File: src/rtl/regfile_wport_arbiter.sv
// Register-file write-port arbiter. The pipeline writeback stage always has
// priority. A one-entry buffer holds an MDU result until the port is free, and
// a starvation counter stalls the pipeline so that the buffered write drains.
// The block also keeps a busy scoreboard of outstanding MDU destinations and
// forwards buffered or in-flight write data to the decode read ports.
module regfile_wport_arbiter #(
    parameter int unsigned DATA_W       = 32,
    parameter int unsigned STARVE_LIMIT = 4
) (
    input  logic              clk,
    input  logic              rst_n,
    input  logic              wb_we,
    input  logic [4:0]        wb_waddr,
    input  logic [DATA_W-1:0] wb_wdata,
    input  logic              mdu_issue,
    input  logic [4:0]        mdu_issue_addr,
    input  logic              mdu_valid,
    input  logic [4:0]        mdu_addr,
    input  logic [DATA_W-1:0] mdu_data,
    output logic              mdu_ready,
    output logic              stall_req,
    output logic              rf_we,
    output logic [4:0]        rf_waddr,
    output logic [DATA_W-1:0] rf_wdata,
    input  logic [4:0]        raddr1,
    input  logic [4:0]        raddr2,
    output logic              busy1,
    output logic              busy2,
    output logic              match_1,
    output logic              match_2,
    output logic [DATA_W-1:0] match_data1,
    output logic [DATA_W-1:0] match_data2
);

    localparam int unsigned      CNT_W    = $clog2(STARVE_LIMIT + 1);
    localparam logic [CNT_W-1:0] CNT_LAST = CNT_W'(STARVE_LIMIT - 1);

    localparam logic [1:0] ST_IDLE  = 2'd0;
    localparam logic [1:0] ST_WAIT  = 2'd1;
    localparam logic [1:0] ST_STALL = 2'd2;

    logic [1:0]        state_q, state_d;
    logic [CNT_W-1:0]  cnt_q, cnt_d;
    logic [4:0]        buf_addr_q, buf_addr_d;
    logic [DATA_W-1:0] buf_data_q, buf_data_d;
    logic [31:0]       busy_q, busy_d;
    logic              rf_we_q, rf_we_d;
    logic [4:0]        rf_waddr_q, rf_waddr_d;
    logic [DATA_W-1:0] rf_wdata_q, rf_wdata_d;

    logic wb_req, buf_v, stall_st, grant_buf, grant_wb, accept, load;

    // Arbitration: a stalled pipeline hands the port to the buffer, otherwise WB wins.
    always_comb begin
        wb_req    = wb_we && (wb_waddr != 5'd0);
        buf_v     = (state_q != ST_IDLE);
        stall_st  = (state_q == ST_STALL);
        grant_buf = stall_st || (buf_v && !wb_req);
        grant_wb  = wb_req && !stall_st;
        mdu_ready = rst_n && (!buf_v || grant_buf);
        stall_req = rst_n && stall_st;
        accept    = mdu_valid && mdu_ready;
        // Results for r0 are accepted but never stored.
        load      = accept && (mdu_addr != 5'd0);
    end

    // Buffer occupancy FSM and starvation counter.
    always_comb begin
        state_d = state_q;
        cnt_d   = cnt_q;
        case (state_q)
            ST_IDLE: begin
                if (load) begin
                    state_d = ST_WAIT;
                    cnt_d   = '0;
                end
            end
            ST_WAIT: begin
                if (grant_buf) begin
                    state_d = load ? ST_WAIT : ST_IDLE;
                    cnt_d   = '0;
                end else if (cnt_q == CNT_LAST) begin
                    state_d = ST_STALL;
                    cnt_d   = '0;
                end else begin
                    cnt_d = cnt_q + CNT_W'(1);
                end
            end
            ST_STALL: begin
                state_d = load ? ST_WAIT : ST_IDLE;
                cnt_d   = '0;
            end
            default: begin
                state_d = ST_IDLE;
                cnt_d   = '0;
            end
        endcase
    end

    // Buffer payload, scoreboard and registered write port.
    always_comb begin
        buf_addr_d = load ? mdu_addr : buf_addr_q;
        buf_data_d = load ? mdu_data : buf_data_q;

        busy_d = busy_q;
        if (load) begin
            busy_d[mdu_addr] = 1'b0;
        end
        // Applied after the clear so a same-cycle re-issue keeps the register busy.
        if (mdu_issue && (mdu_issue_addr != 5'd0)) begin
            busy_d[mdu_issue_addr] = 1'b1;
        end

        rf_we_d    = grant_buf || grant_wb;
        rf_waddr_d = 5'd0;
        rf_wdata_d = '0;
        if (grant_buf) begin
            rf_waddr_d = buf_addr_q;
            rf_wdata_d = buf_data_q;
        end else if (grant_wb) begin
            rf_waddr_d = wb_waddr;
            rf_wdata_d = wb_wdata;
        end
    end

    // State registers with synchronous active-low reset.
    always_ff @(posedge clk) begin
        if (!rst_n) begin
            state_q    <= ST_IDLE;
            cnt_q      <= '0;
            buf_addr_q <= 5'd0;
            buf_data_q <= '0;
            busy_q     <= '0;
            rf_we_q    <= 1'b0;
            rf_waddr_q <= 5'd0;
            rf_wdata_q <= '0;
        end else begin
            state_q    <= state_d;
            cnt_q      <= cnt_d;
            buf_addr_q <= buf_addr_d;
            buf_data_q <= buf_data_d;
            busy_q     <= busy_d;
            rf_we_q    <= rf_we_d;
            rf_waddr_q <= rf_waddr_d;
            rf_wdata_q <= rf_wdata_d;
        end
    end

    // Scoreboard lookup and forwarding; the buffered value is newer than the one in flight.
    always_comb begin
        busy1       = (raddr1 != 5'd0) && busy_q[raddr1];
        busy2       = (raddr2 != 5'd0) && busy_q[raddr2];
        match_1     = 1'b0;
        match_2     = 1'b0;
        match_data1 = '0;
        match_data2 = '0;
        if (raddr1 != 5'd0) begin
            if (buf_v && (buf_addr_q == raddr1)) begin
                match_1     = 1'b1;
                match_data1 = buf_data_q;
            end else if (rf_we_q && (rf_waddr_q == raddr1)) begin
                match_1     = 1'b1;
                match_data1 = rf_wdata_q;
            end
        end
        if (raddr2 != 5'd0) begin
            if (buf_v && (buf_addr_q == raddr2)) begin
                match_2     = 1'b1;
                match_data2 = buf_data_q;
            end else if (rf_we_q && (rf_waddr_q == raddr2)) begin
                match_2     = 1'b1;
                match_data2 = rf_wdata_q;
            end
        end
    end

    assign rf_we    = rf_we_q;
    assign rf_waddr = rf_waddr_q;
    assign rf_wdata = rf_wdata_q;

endmodule

File: config.mk
export PLATFORM = sky130hd
export DESIGN_NAME = regfile_wport_arbiter
export DESIGN_NICKNAME = d
export VERILOG_FILES = /design/src/rtl/regfile_wport_arbiter.sv
export SDC_FILE = /design/constraint.sdc
export NUM_CORES = 1
export LEC_CHECK = 0
export CELL_PAD_IN_SITES_DETAIL_PLACEMENT = 2
export CELL_PAD_IN_SITES_GLOBAL_PLACEMENT = 2
export CORE_UTILIZATION = 28
export CTS_CLUSTER_SIZE = 16
export DETAILED_ROUTE_END_ITERATION = 8
export GPL_TIMING_DRIVEN = 0
export HOLD_SLACK_MARGIN = 0.08
export PLACE_DENSITY_LB_ADDON = 0.15
export SYNTH_ARGS = -nofsm -noshare
export SYNTH_HDL_FRONTEND = slang
export SYNTH_SLANG_ARGS = --single-unit
export TNS_END_PERCENT = 10
File: constraint.sdc
create_clock -name clk -period 4.1 [get_ports clk]
set_input_delay 0.615 -clock clk [delete_from_list [all_inputs] [get_ports clk]]
set_output_delay 0.615 -clock clk [all_outputs]
set_load 0.01 [all_outputs]
==> results of run 1 <==
state kept, by name, indices dropped and copies added, names as in the netlist:
name / cells
busy_q: 32
buf_data_q: 32
state_q: 2
buf_addr_q: 5
cnt_q: 3
rf_wdata: 32
rf_waddr: 5
rf_we: 1
worst max-delay path, stage by stage:
cell and delay (ns):
clkdlybuf4s50_1 0.60, or2_2 0.19, or4_1 0.12, clkbuf_1 0.33, clkbuf_1 0.58, nand2_1 0.13, o22ai_1 0.21, clkdlybuf4s50_1 0.58
layout by cell type, fill, tap and decap left out, types with 6 or more instances in the layout:
cell	synthesis	layout
o311a_1	7	7
xnor2_1	10	10
o311ai_0	8	8
o311ai_1	16	16
o21ai_0	47	47
o22ai_1	37	37
o21bai_1	7	7
xor2_1	10	10
dfxtp_1	112	112
nand4_1	6	6
clkdlybuf4s50_1	0	190
nand3b_1	7	7
or3_1	7	7
inv_1	9	9
a22o_2	7	7
o21ai_1	16	16
mux4_2	8	8
buf_2	18	17
nor2_1	44	44
nand2_1	148	148
clkbuf_16	0	9
mux2i_1	45	45
clkbuf_1	26	24
a22o_1	30	30
clkbuf_2	3	6
nand3_1	8	8
cell usage after synthesis, types with 3 or more instances:
library cell and n:
a22o_2 7, o22ai_1 37, o21ai_1 16, or3b_2 3, nand4_1 6, buf_12 4
nand3b_1 7, nand3_1 8, a21oi_1 3, o311ai_0 8, o21bai_1 7, nor4_1 3
o21ai_0 47, nand2_1 148, xor2_1 10, nand2b_1 3, o311a_1 7, inv_1 9
nor2_1 44, and3_1 3, mux2i_1 45, dfxtp_1 112, buf_4 3, clkbuf_1 26
clkbuf_2 3, a22o_1 30, or3_1 7, buf_2 18, o311ai_1 16, a211oi_1 3
buf_1 5, buf_6 4, xnor2_1 10, mux4_2 8, nor2b_1 5
through the flow:
step,instance area (µm²),std cells,TNS [ns],hold slack (ns),utilization
6_report,8590,1194,0,0.447,0.409
5_1_grt,8590,1193,0,0.473,0.408
4_1_cts,8560,1189,0,0.448,0.407
3_5_place_dp,8240,1171,-4.28,0.437,0.392
2_1_floorplan,5990,706,0,0.419,-
3_3_place_gp,8240,1171,-4.31,0.427,0.392
metal layers:
metal / vias up / share of wire
li1: 2963 / -
met5: - / 0
met1: 3210 / 0.44
met2: 213 / 0.48
met4: 0 / 0.029
met3: 52 / 0.052
cell type report:
type	instances	area, µm²	area share
antenna	5	12.5	0.00146
buffer	64	389	0.0453
clock buffer	9	225	0.0262
clock inverter	7	86.3	0.0101
inverter	9	33.8	0.00393
multi-input combinational	521	3340	0.389
sequential	112	2240	0.261
tap	275	344	0.0401
timing repair buffer	192	1920	0.223
path summary, 6_finish.rpt:
check	start	to	slack, ns	depth (start not counted)
worst max register to register	state_q[0]	rf_wdata[11]	2.26	4
worst max-delay path	raddr2[1]	match_data2[28]	0.11	8
worst min register to register	cnt_q[2]	cnt_q[2]	0.45	1
worst min-delay path	cnt_q[2]	cnt_q[2]	0.45	1
timing repair:
item	in CTS	in global routing
pin swaps	1	0
endpoints found under the setup margin	30	32
buffers inserted	2	0
resized for setup	0	7
where the power goes:
group / switching (µW) / internal, µW / total (µW)
Sequential: 59.7 / 1140 / 1200
Clock: 466 / 490 / 956
Combinational: 218 / 209 / 427
Total: 744 / 1840 / 2580
cell families after synthesis:
group           Yosys count  share of synthesized area
simple gates            250                      0.186
flops                   112                      0.374
mux                      55                      0.109
compound gates          195                      0.230
fa+ha+maj                 1                    0.00209
xor+xnor                 20                     0.0292
buf+inv                  73                     0.0695
==> reports/results.txt, run 1 <==
Layout area overhead -> 43.4%
total track usage -> 0.253
Cell Area, Synth -> 0.00599 mm²
CTS Buffer Depth -> 2
routing usage on met1 -> 0.328
Max Cap Violations -> 0
Setup Slack @ Placement -> -0.199 ns
CTS tree -> built
DR pass1 iterations -> 5
relative slew slack -> 0.282
Mapped Cells -> 706
area of the core -> 0.0210 mm²
CP Class -> primary input to output port
largest net degree at the start of global routing -> 21
Worst Setup End Kind -> output port
# H-tree levels -> 3
Power Total -> 2580 µW
die width -> 148 µm
clk_skew -> 0.0135 ns
Worst-path clk slew -> 0.08 ns
height of the chip -> 148 µm
synth top area cells -> dfxtp_1 37%, nand2_1 9.3%, mux2i_1 7.5%, a22o_1 4.4%, o21ai_0 3.9%
vias in the first global route -> 7,034
Leak -> 0.00319 µW
GR Layer Usage met2 -> 0.418
DR vias/cell -> 5.39
RSZ-0062 raised after global routing -> false
nets@finish -> 1,004
drt drc -> 0
hold buffer count at CTS -> 0
die area -> 0.0220 mm²
register area share after synthesis -> 0.374
Warnings, synthesis -> 0
clk_lat worst skew -> 0.37 ns
CP arrival -> 3.37 ns
Mapped Nets -> 801
status -> complete, no violations
crit share post-route -> 0.972
most used routing layer -> met2
ys flop type -> dfxtp_1
met3 GRT Util -> 0.0390
Critical Path Start Type -> primary input
WL final -> 27.7 mm
grt ovf -> 0
DR WL/cell -> 23.2 µm
Post-synth EDFFs -> 0
Least-Margin Pin Slew -> 1.07 ns
worst hold path type -> register to register
share of layout cells above drive strength 1 -> 0.0919
port buffer count -> 190
fin crit period -> 3.99 ns
Synth top area share -> 0.374
Yosys top cell by area -> dfxtp_1
# rows -> 53
final hold vios -> 0
GPL Wtd Cong -> 0.840
Unique masters post-synth -> 58
clock sink total -> 112
worst-path fanout max -> 10
Final setup viols -> 0
Final ANT Viol Nets -> 0
Initial DRC Count -> 312
Fillers -> 2,347
Final WS setup -> 0.115 ns
maximum operating frequency -> 0.251 GHz
first-pass GRT wire length -> 42.0 mm
CTS buffer count -> 9
pwr/cell area -> 301 mW/mm²
# IOs -> 202
Starting Density -> 0.285
Final Max Slew Viols -> 0
Syn Area/Cell -> 8.49 µm²
maximum vdd drop -> 0.201 mV
clock root buffer -> clkbuf_16
via count -> 6,438
ys async rst share -> 0
Yosys reg bits -> 112
Final HPWL DP -> 21.5 mm
initial antenna violation count -> 4
Worst EP required -> 3.48 ns
(Power assumes the default switching activity.)
==> run 2, diff against run 1 <==
--- a/config.mk
+++ b/config.mk
@@ -7,6 +7,7 @@
 export LEC_CHECK = 0
 export CELL_PAD_IN_SITES_DETAIL_PLACEMENT = 2
 export CELL_PAD_IN_SITES_GLOBAL_PLACEMENT = 2
+export CORE_MARGIN = 2
 export CORE_UTILIZATION = 28
 export CTS_CLUSTER_SIZE = 16
 export DETAILED_ROUTE_END_ITERATION = 8
==> reports/results.txt, run 2 (synthesis gave the netlist of run 1 again) <==
# H-tree levels -> 3 (unchanged)
largest net degree at the start of global routing -> 19 (-9.5%)
Critical Path Start Type -> primary input
Final HPWL DP -> 21.5 mm (about the same)
Final Max Slew Viols -> 0 (unchanged)
worst-path fanout max -> 10 (unchanged)
Max Cap Violations -> 0 (unchanged)
share of layout cells above drive strength 1 -> 0.0877 (-0.00418)
Buffers & Inverters on Critical Path -> 5 (+1)
Hold Path End -> cnt_q[2]
clk_lat worst skew -> 0.37 ns (about the same)
Layout area overhead -> 42.8%
height of the chip -> 150 µm (+1.3%)
WL final -> 27.7 mm (+0.18%)
via count -> 6,444 (+0.093%)
clock root buffer -> clkbuf_16
first-pass GRT wire length -> 41.5 mm (-1.1%)
RSZ-0062 raised after global routing -> true
total track usage -> 0.244 (-0.00865)
area of the core -> 0.0210 mm² (unchanged)
flop2flop setup slack -> 2.32 ns (+0.06 ns)
worst flop-to-flop path startpoint -> state_q[0]
hold path cells -> 1 (unchanged)
maximum operating frequency -> 0.248 GHz (-1.1%)
grt ovf -> 0 (unchanged)
GPL Wtd Cong -> 0.842 (+0.29%)
Leak -> 0.00317 µW (-0.52%)
Largest delay share family, worst path -> buffers and inverters
Final ANT Viol Nets -> 0 (unchanged)
fin area -> 0.00855 mm² (-0.41%)
Critical R2R Capture -> rf_wdata[1]
Least-Margin Pin Slew -> 0.965 ns (-0.108 ns)
Worst-path clk slew -> 0.07 ns (about the same)
pwr/cell area -> 298 mW/mm² (-0.85%)
Final setup viols -> 0 (unchanged)
final hold vios -> 0 (unchanged)
slowest stage delay, CP -> 0.55 ns (-0.05 ns)
Starting Density -> 0.285 (unchanged)
DR vias/cell -> 5.42 (+0.60%)
fin crit period -> 4.03 ns (+0.0433 ns)
Critical-path top delay cell -> clkdlybuf4s50_1
maximum vdd drop -> 0.207 mV (+2.9%)
hold buffer count at CTS -> 0 (unchanged)
initial antenna violation count -> 1 (-3)
nets@finish -> 1,003 (-0.10%)
CTS buffer count -> 9 (unchanged)
commonest cells after routing, fill and taps aside -> 190 x clkdlybuf4s50_1, 148 x nand2_1, 112 x dfxtp_1, 47 x o21ai_0, 45 x mux2i_1
DR pass1 iterations -> 7 (+2)
CTS Buffer Depth -> 2 (unchanged)
die width -> 150 µm (+1.3%)
CP Class -> primary input to output port
# IOs -> 202 (unchanged)
vias in the first global route -> 7,037 (+0.043%)
worst hold path type -> register to register
Initial DRC Count -> 349 (+12%)
placed cell area -> 0.00824 mm² (unchanged)
Worst Setup End Kind -> output port
Hold Crit Start -> cnt_q[2]
CP arrival -> 3.41 ns (+0.04 ns)
die area -> 0.0226 mm² (+2.7%)
final core occ -> 0.407 (-0.00167)
DR WL/cell -> 23.3 µm (+0.68%)
CP cell instances -> clkdlybuf4s50_1 > or2_2 > or4_1 > clkbuf_1 > nand4_1 > buf_4 > buf_4 > o22ai_1 > clkdlybuf4s50_1
Worst R2R Path Depth -> 4 (unchanged)
relative slew slack -> 0.354 (+0.0723)
Worst EP required -> 3.48 ns (about the same)
clk_skew -> 0.0122 ns (-0.00130 ns)
crit share post-route -> 0.983 (+0.0106)
commonest non-fill, non-tap cell in the layout -> clkdlybuf4s50_1
drt drc -> 0 (unchanged)
status -> complete, no violations
clock sink total -> 112 (unchanged)
CTS tree -> built
# rows -> 53 (unchanged)
port buffer count -> 190 (unchanged)
run 2: cell types whose count changed in the layout (fill, tap and decap cells not counted), sizes merged:
| cell | before | now |
|---|---|---|
| inv | 13 | 10 |
| clkinv | 1 | 2 |
| diode | 5 | 1 |
run 2: final cells by class:
class	instances	area (µm²)
Fill cell	2329	12500
Multi-Input combinational cell	521	3340
Sequential cell	112	2240
Timing Repair Buffer	191	1910
Buffer	64	388
Tap cell	275	344
Clock buffer	10	229
Clock inverter	5	66.3
Inverter	9	33.8
Antenna cell	1	2.50
run 2: worst max path at each step:
stage	start	endpoint	slack [ns]	cells past startpoint
after floorplan	raddr1[1]	match_data1[10]	1.37	8
after global placement	raddr2[1]	match_data2[0]	-0.27	8
after detailed placement	raddr2[1]	match_data2[0]	-0.27	8
after CTS	raddr2[0]	match_data2[0]	0.07	8
after global routing	raddr2[1]	match_data2[22]	-0.01	8
final	raddr2[1]	match_data2[26]	0.07	9
run 2: stage by stage:
step / TNS, ns / hold slack (ns) / cells / power (µW) / setup WS [ns]
5_1_grt: -0.0177 / 0.461 / 1188 / 2650 / -0.00964
2_1_floorplan: 0 / 0.419 / 706 / 1410 / 1.37
6_report: 0 / 0.447 / 1188 / 2550 / 0.0713
3_3_place_gp: -4.39 / 0.427 / 1171 / 1630 / -0.270
3_5_place_dp: -5.23 / 0.438 / 1171 / 1650 / -0.275
4_1_cts: 0 / 0.448 / 1187 / 2570 / 0.0738
run 2: routing by layer:
metal | GRT usage | vias up | routed length [µm]
li1 | - | 2951 | -
met1 | 0.320 | 3245 | 12300
met2 | 0.413 | 212 | 13300
met3 | 0.0430 | 36 | 1410
met4 | 0.0670 | 0 | 667
met5 | 0 | - | 0
run 2: timing repair:
item	in CTS	in global routing
setup endpoints to repair	30	5
gates resized for setup	1	5
buffers inserted	1	0
pin swaps	1	0
run 2: report_power, final:
| part | internal, µW | switching [µW] | leakage (µW) |
|---|---|---|---|
| Combinational | 209 | 217 | 0.00211 |
| Clock | 479 | 447 | 0.000141 |
| Sequential | 1140 | 58.6 | 0.000917 |
==> run 3, diff against run 2 <==
--- a/config.mk
+++ b/config.mk
@@ -7,7 +7,7 @@
 export LEC_CHECK = 0
 export CELL_PAD_IN_SITES_DETAIL_PLACEMENT = 2
 export CELL_PAD_IN_SITES_GLOBAL_PLACEMENT = 2
-export CORE_MARGIN = 2
+export CORE_MARGIN = 3
 export CORE_UTILIZATION = 28
 export CTS_CLUSTER_SIZE = 16
 export DETAILED_ROUTE_END_ITERATION = 8
==> reports/results.txt, run 3 (synthesis gave the netlist of run 1 again) <==
Worst EP required -> 3.48 ns (about the same)
total track usage -> 0.239 (-0.00547)
crit share post-route -> 0.974 (-0.00898)
# rows -> 52 (-1.9%)
port buffer count -> 190 (unchanged)
Hold Path End -> cnt_q[2]
CTS tree -> built
die area -> 0.0232 mm² (+2.7%)
Setup TNS -> 0 ns (unchanged)
height of the chip -> 152 µm (+1.3%)
Final ANT Viol Nets -> 0 (unchanged)
clk_lat worst skew -> 0.37 ns (about the same)
Critical R2R Capture -> rf_waddr[0]
Worst Setup End Kind -> output port
first-pass GRT wire length -> 43.7 mm (+5.3%)
placed instance count -> 1,166 (-0.43%)
CP cell instances -> clkdlybuf4s50_1 > or2_2 > or4_1 > clkbuf_1 > nand4_1 > buf_4 > buf_4 > o22ai_1 > clkdlybuf4s50_1
Worst R2R Path Depth -> 4 (unchanged)
area of the multi-input gates -> 0.00333 mm² (-0.19%)
via count -> 6,491 (+0.73%)
Worst-path clk slew -> 0.07 ns (about the same)
Critical Path Start Type -> primary input
largest net degree at the start of global routing -> 19 (unchanged)
met3 GRT Util -> 0.0531 (+0.0101)
Final Non-Filler Cells -> 1,186 (-0.17%)
Max Cap Violations -> 0 (unchanged)
# H-tree levels -> 3 (unchanged)
initial antenna violation count -> 2 (+1)
Final Max Slew Viols -> 0 (unchanged)
Largest delay share family, worst path -> buffers and inverters
final core occ -> 0.415 (+0.00831)
routing usage on met1 -> 0.304 (-0.0152)
hold path cells -> 1 (unchanged)
Fillers -> 2,289 (-1.7%)
fin crit period -> 3.99 ns (-0.0368 ns)
Buffers & Inverters on Critical Path -> 5 (unchanged)
worst hold path type -> register to register
DR WL/cell -> 23.9 µm (+2.3%)
DR pass1 iterations -> 4 (-3)
vias in the first global route -> 7,259 (+3.2%)
slowest stage delay, CP -> 0.52 ns (-0.03 ns)
Leak -> 0.00318 µW (+0.38%)
grt ovf -> 0 (unchanged)
clock root buffer -> clkbuf_16
Least-Margin Pin Slew -> 0.943 ns (-0.0222 ns)
GPL Wtd Cong -> 0.849 (+0.81%)
commonest non-fill, non-tap cell in the layout -> clkdlybuf4s50_1
pwr/cell area -> 301 mW/mm² (+1.1%)
maximum vdd drop -> 0.197 mV (-4.6%)
CTS buffer count -> 9 (unchanged)
WHS -> 0.465 ns (+0.0181 ns)
GR Layer Usage met2 -> 0.403 (-0.0103)
Critical-path top delay cell -> clkdlybuf4s50_1
relative slew slack -> 0.369 (+0.0149)
Final HPWL DP -> 21.9 mm (+1.9%)
Starting Density -> 0.290 (+0.00548)
area of the core -> 0.0206 mm² (-1.9%)
maximum operating frequency -> 0.251 GHz (+0.92%)
DR vias/cell -> 5.47 (+0.90%)
worst-path fanout max -> 10 (unchanged)
share of layout cells above drive strength 1 -> 0.0897 (+0.00200)
Final setup viols -> 0 (unchanged)
most used routing layer -> met2
Hold Crit Start -> cnt_q[2]
flop2flop setup slack -> 2.32 ns (about the same)
CTS Buffer Depth -> 2 (unchanged)
CP Class -> primary input to output port
nets@finish -> 1,004 (+0.10%)
Initial DRC Count -> 266 (-24%)
Layout area overhead -> 42.9%
final hold vios -> 0 (unchanged)
status -> complete, no violations
drt drc -> 0 (unchanged)
clock sink total -> 112 (unchanged)
die width -> 152 µm (+1.3%)
commonest cells after routing, fill and taps aside -> 190 x clkdlybuf4s50_1, 148 x nand2_1, 112 x dfxtp_1, 47 x o21ai_0, 45 x mux2i_1
register area -> 0.00224 mm² (unchanged)
clk_skew -> 0.0156 ns (+0.00345 ns)
# IOs -> 202 (unchanged)
worst flop-to-flop path startpoint -> state_q[0]
CP Depth -> 9 (unchanged)
WL final -> 28.3 mm (+2.1%)
CP arrival -> 3.38 ns (-0.03 ns)
[run 3: power by group]
| part | internal [µW] | switching [µW] | leakage (µW) |
|---|---|---|---|
| combinational | 209 | 219 | 0.00212 |
| clock | 497 | 458 | 0.000146 |
| sequential | 1140 | 58.3 | 0.000917 |
[run 3: per-stage QoR]
| step | worst slack (ns) | instance area [µm²] | power (µW) |
|---|---|---|---|
| floorplan | 1.37 | 5990 | 1410 |
| global placement | -0.150 | 8230 | 1630 |
| detailed placement | -0.189 | 8230 | 1650 |
| CTS | 0.0530 | 8550 | 2600 |
| global route | -0.0102 | 8560 | 2690 |
| finish | 0.108 | 8560 | 2580 |
[run 3: worst max-delay path by stage]
stage | start | end
detailed placement | raddr2[1] | match_data2[3]
finish | raddr2[1] | match_data2[16]
CTS | raddr2[1] | match_data2[3]
floorplan | raddr1[1] | match_data1[10]
global placement | raddr2[1] | match_data2[16]
global route | raddr2[1] | match_data2[3]
[run 3: final cells by class]
class | instances | share of cell area
Timing Repair Buffer | 192 | 0.224
Inverter | 9 | 0.00395
Sequential cell | 112 | 0.262
Buffer | 64 | 0.0454
Antenna cell | 2 | 0.000584
Clock buffer | 11 | 0.0283
Tap cell | 270 | 0.0395
Multi-Input combinational cell | 521 | 0.389
Clock inverter | 5 | 0.00745
[run 3: timing repair]
action,in CTS,in global routing
hold buffers,0,0
pin swaps,1,0
gates resized for setup,0,7
buffers inserted,2,0
setup endpoints to repair,30,6
[run 3: worst reg2reg max path: stages (launching register included)]
cell	delay, ns
dfxtp_1	0.44
o21ai_0	0.14
nor2_1	0.73
buf_6	0.25
a22o_1	0.16
[run 3: per-layer routing]
metal	vias up	part of all wire
met5	-	0
met4	0	0.028
met3	46	0.055
met2	230	0.48
met1	3258	0.44
li1	2957	-
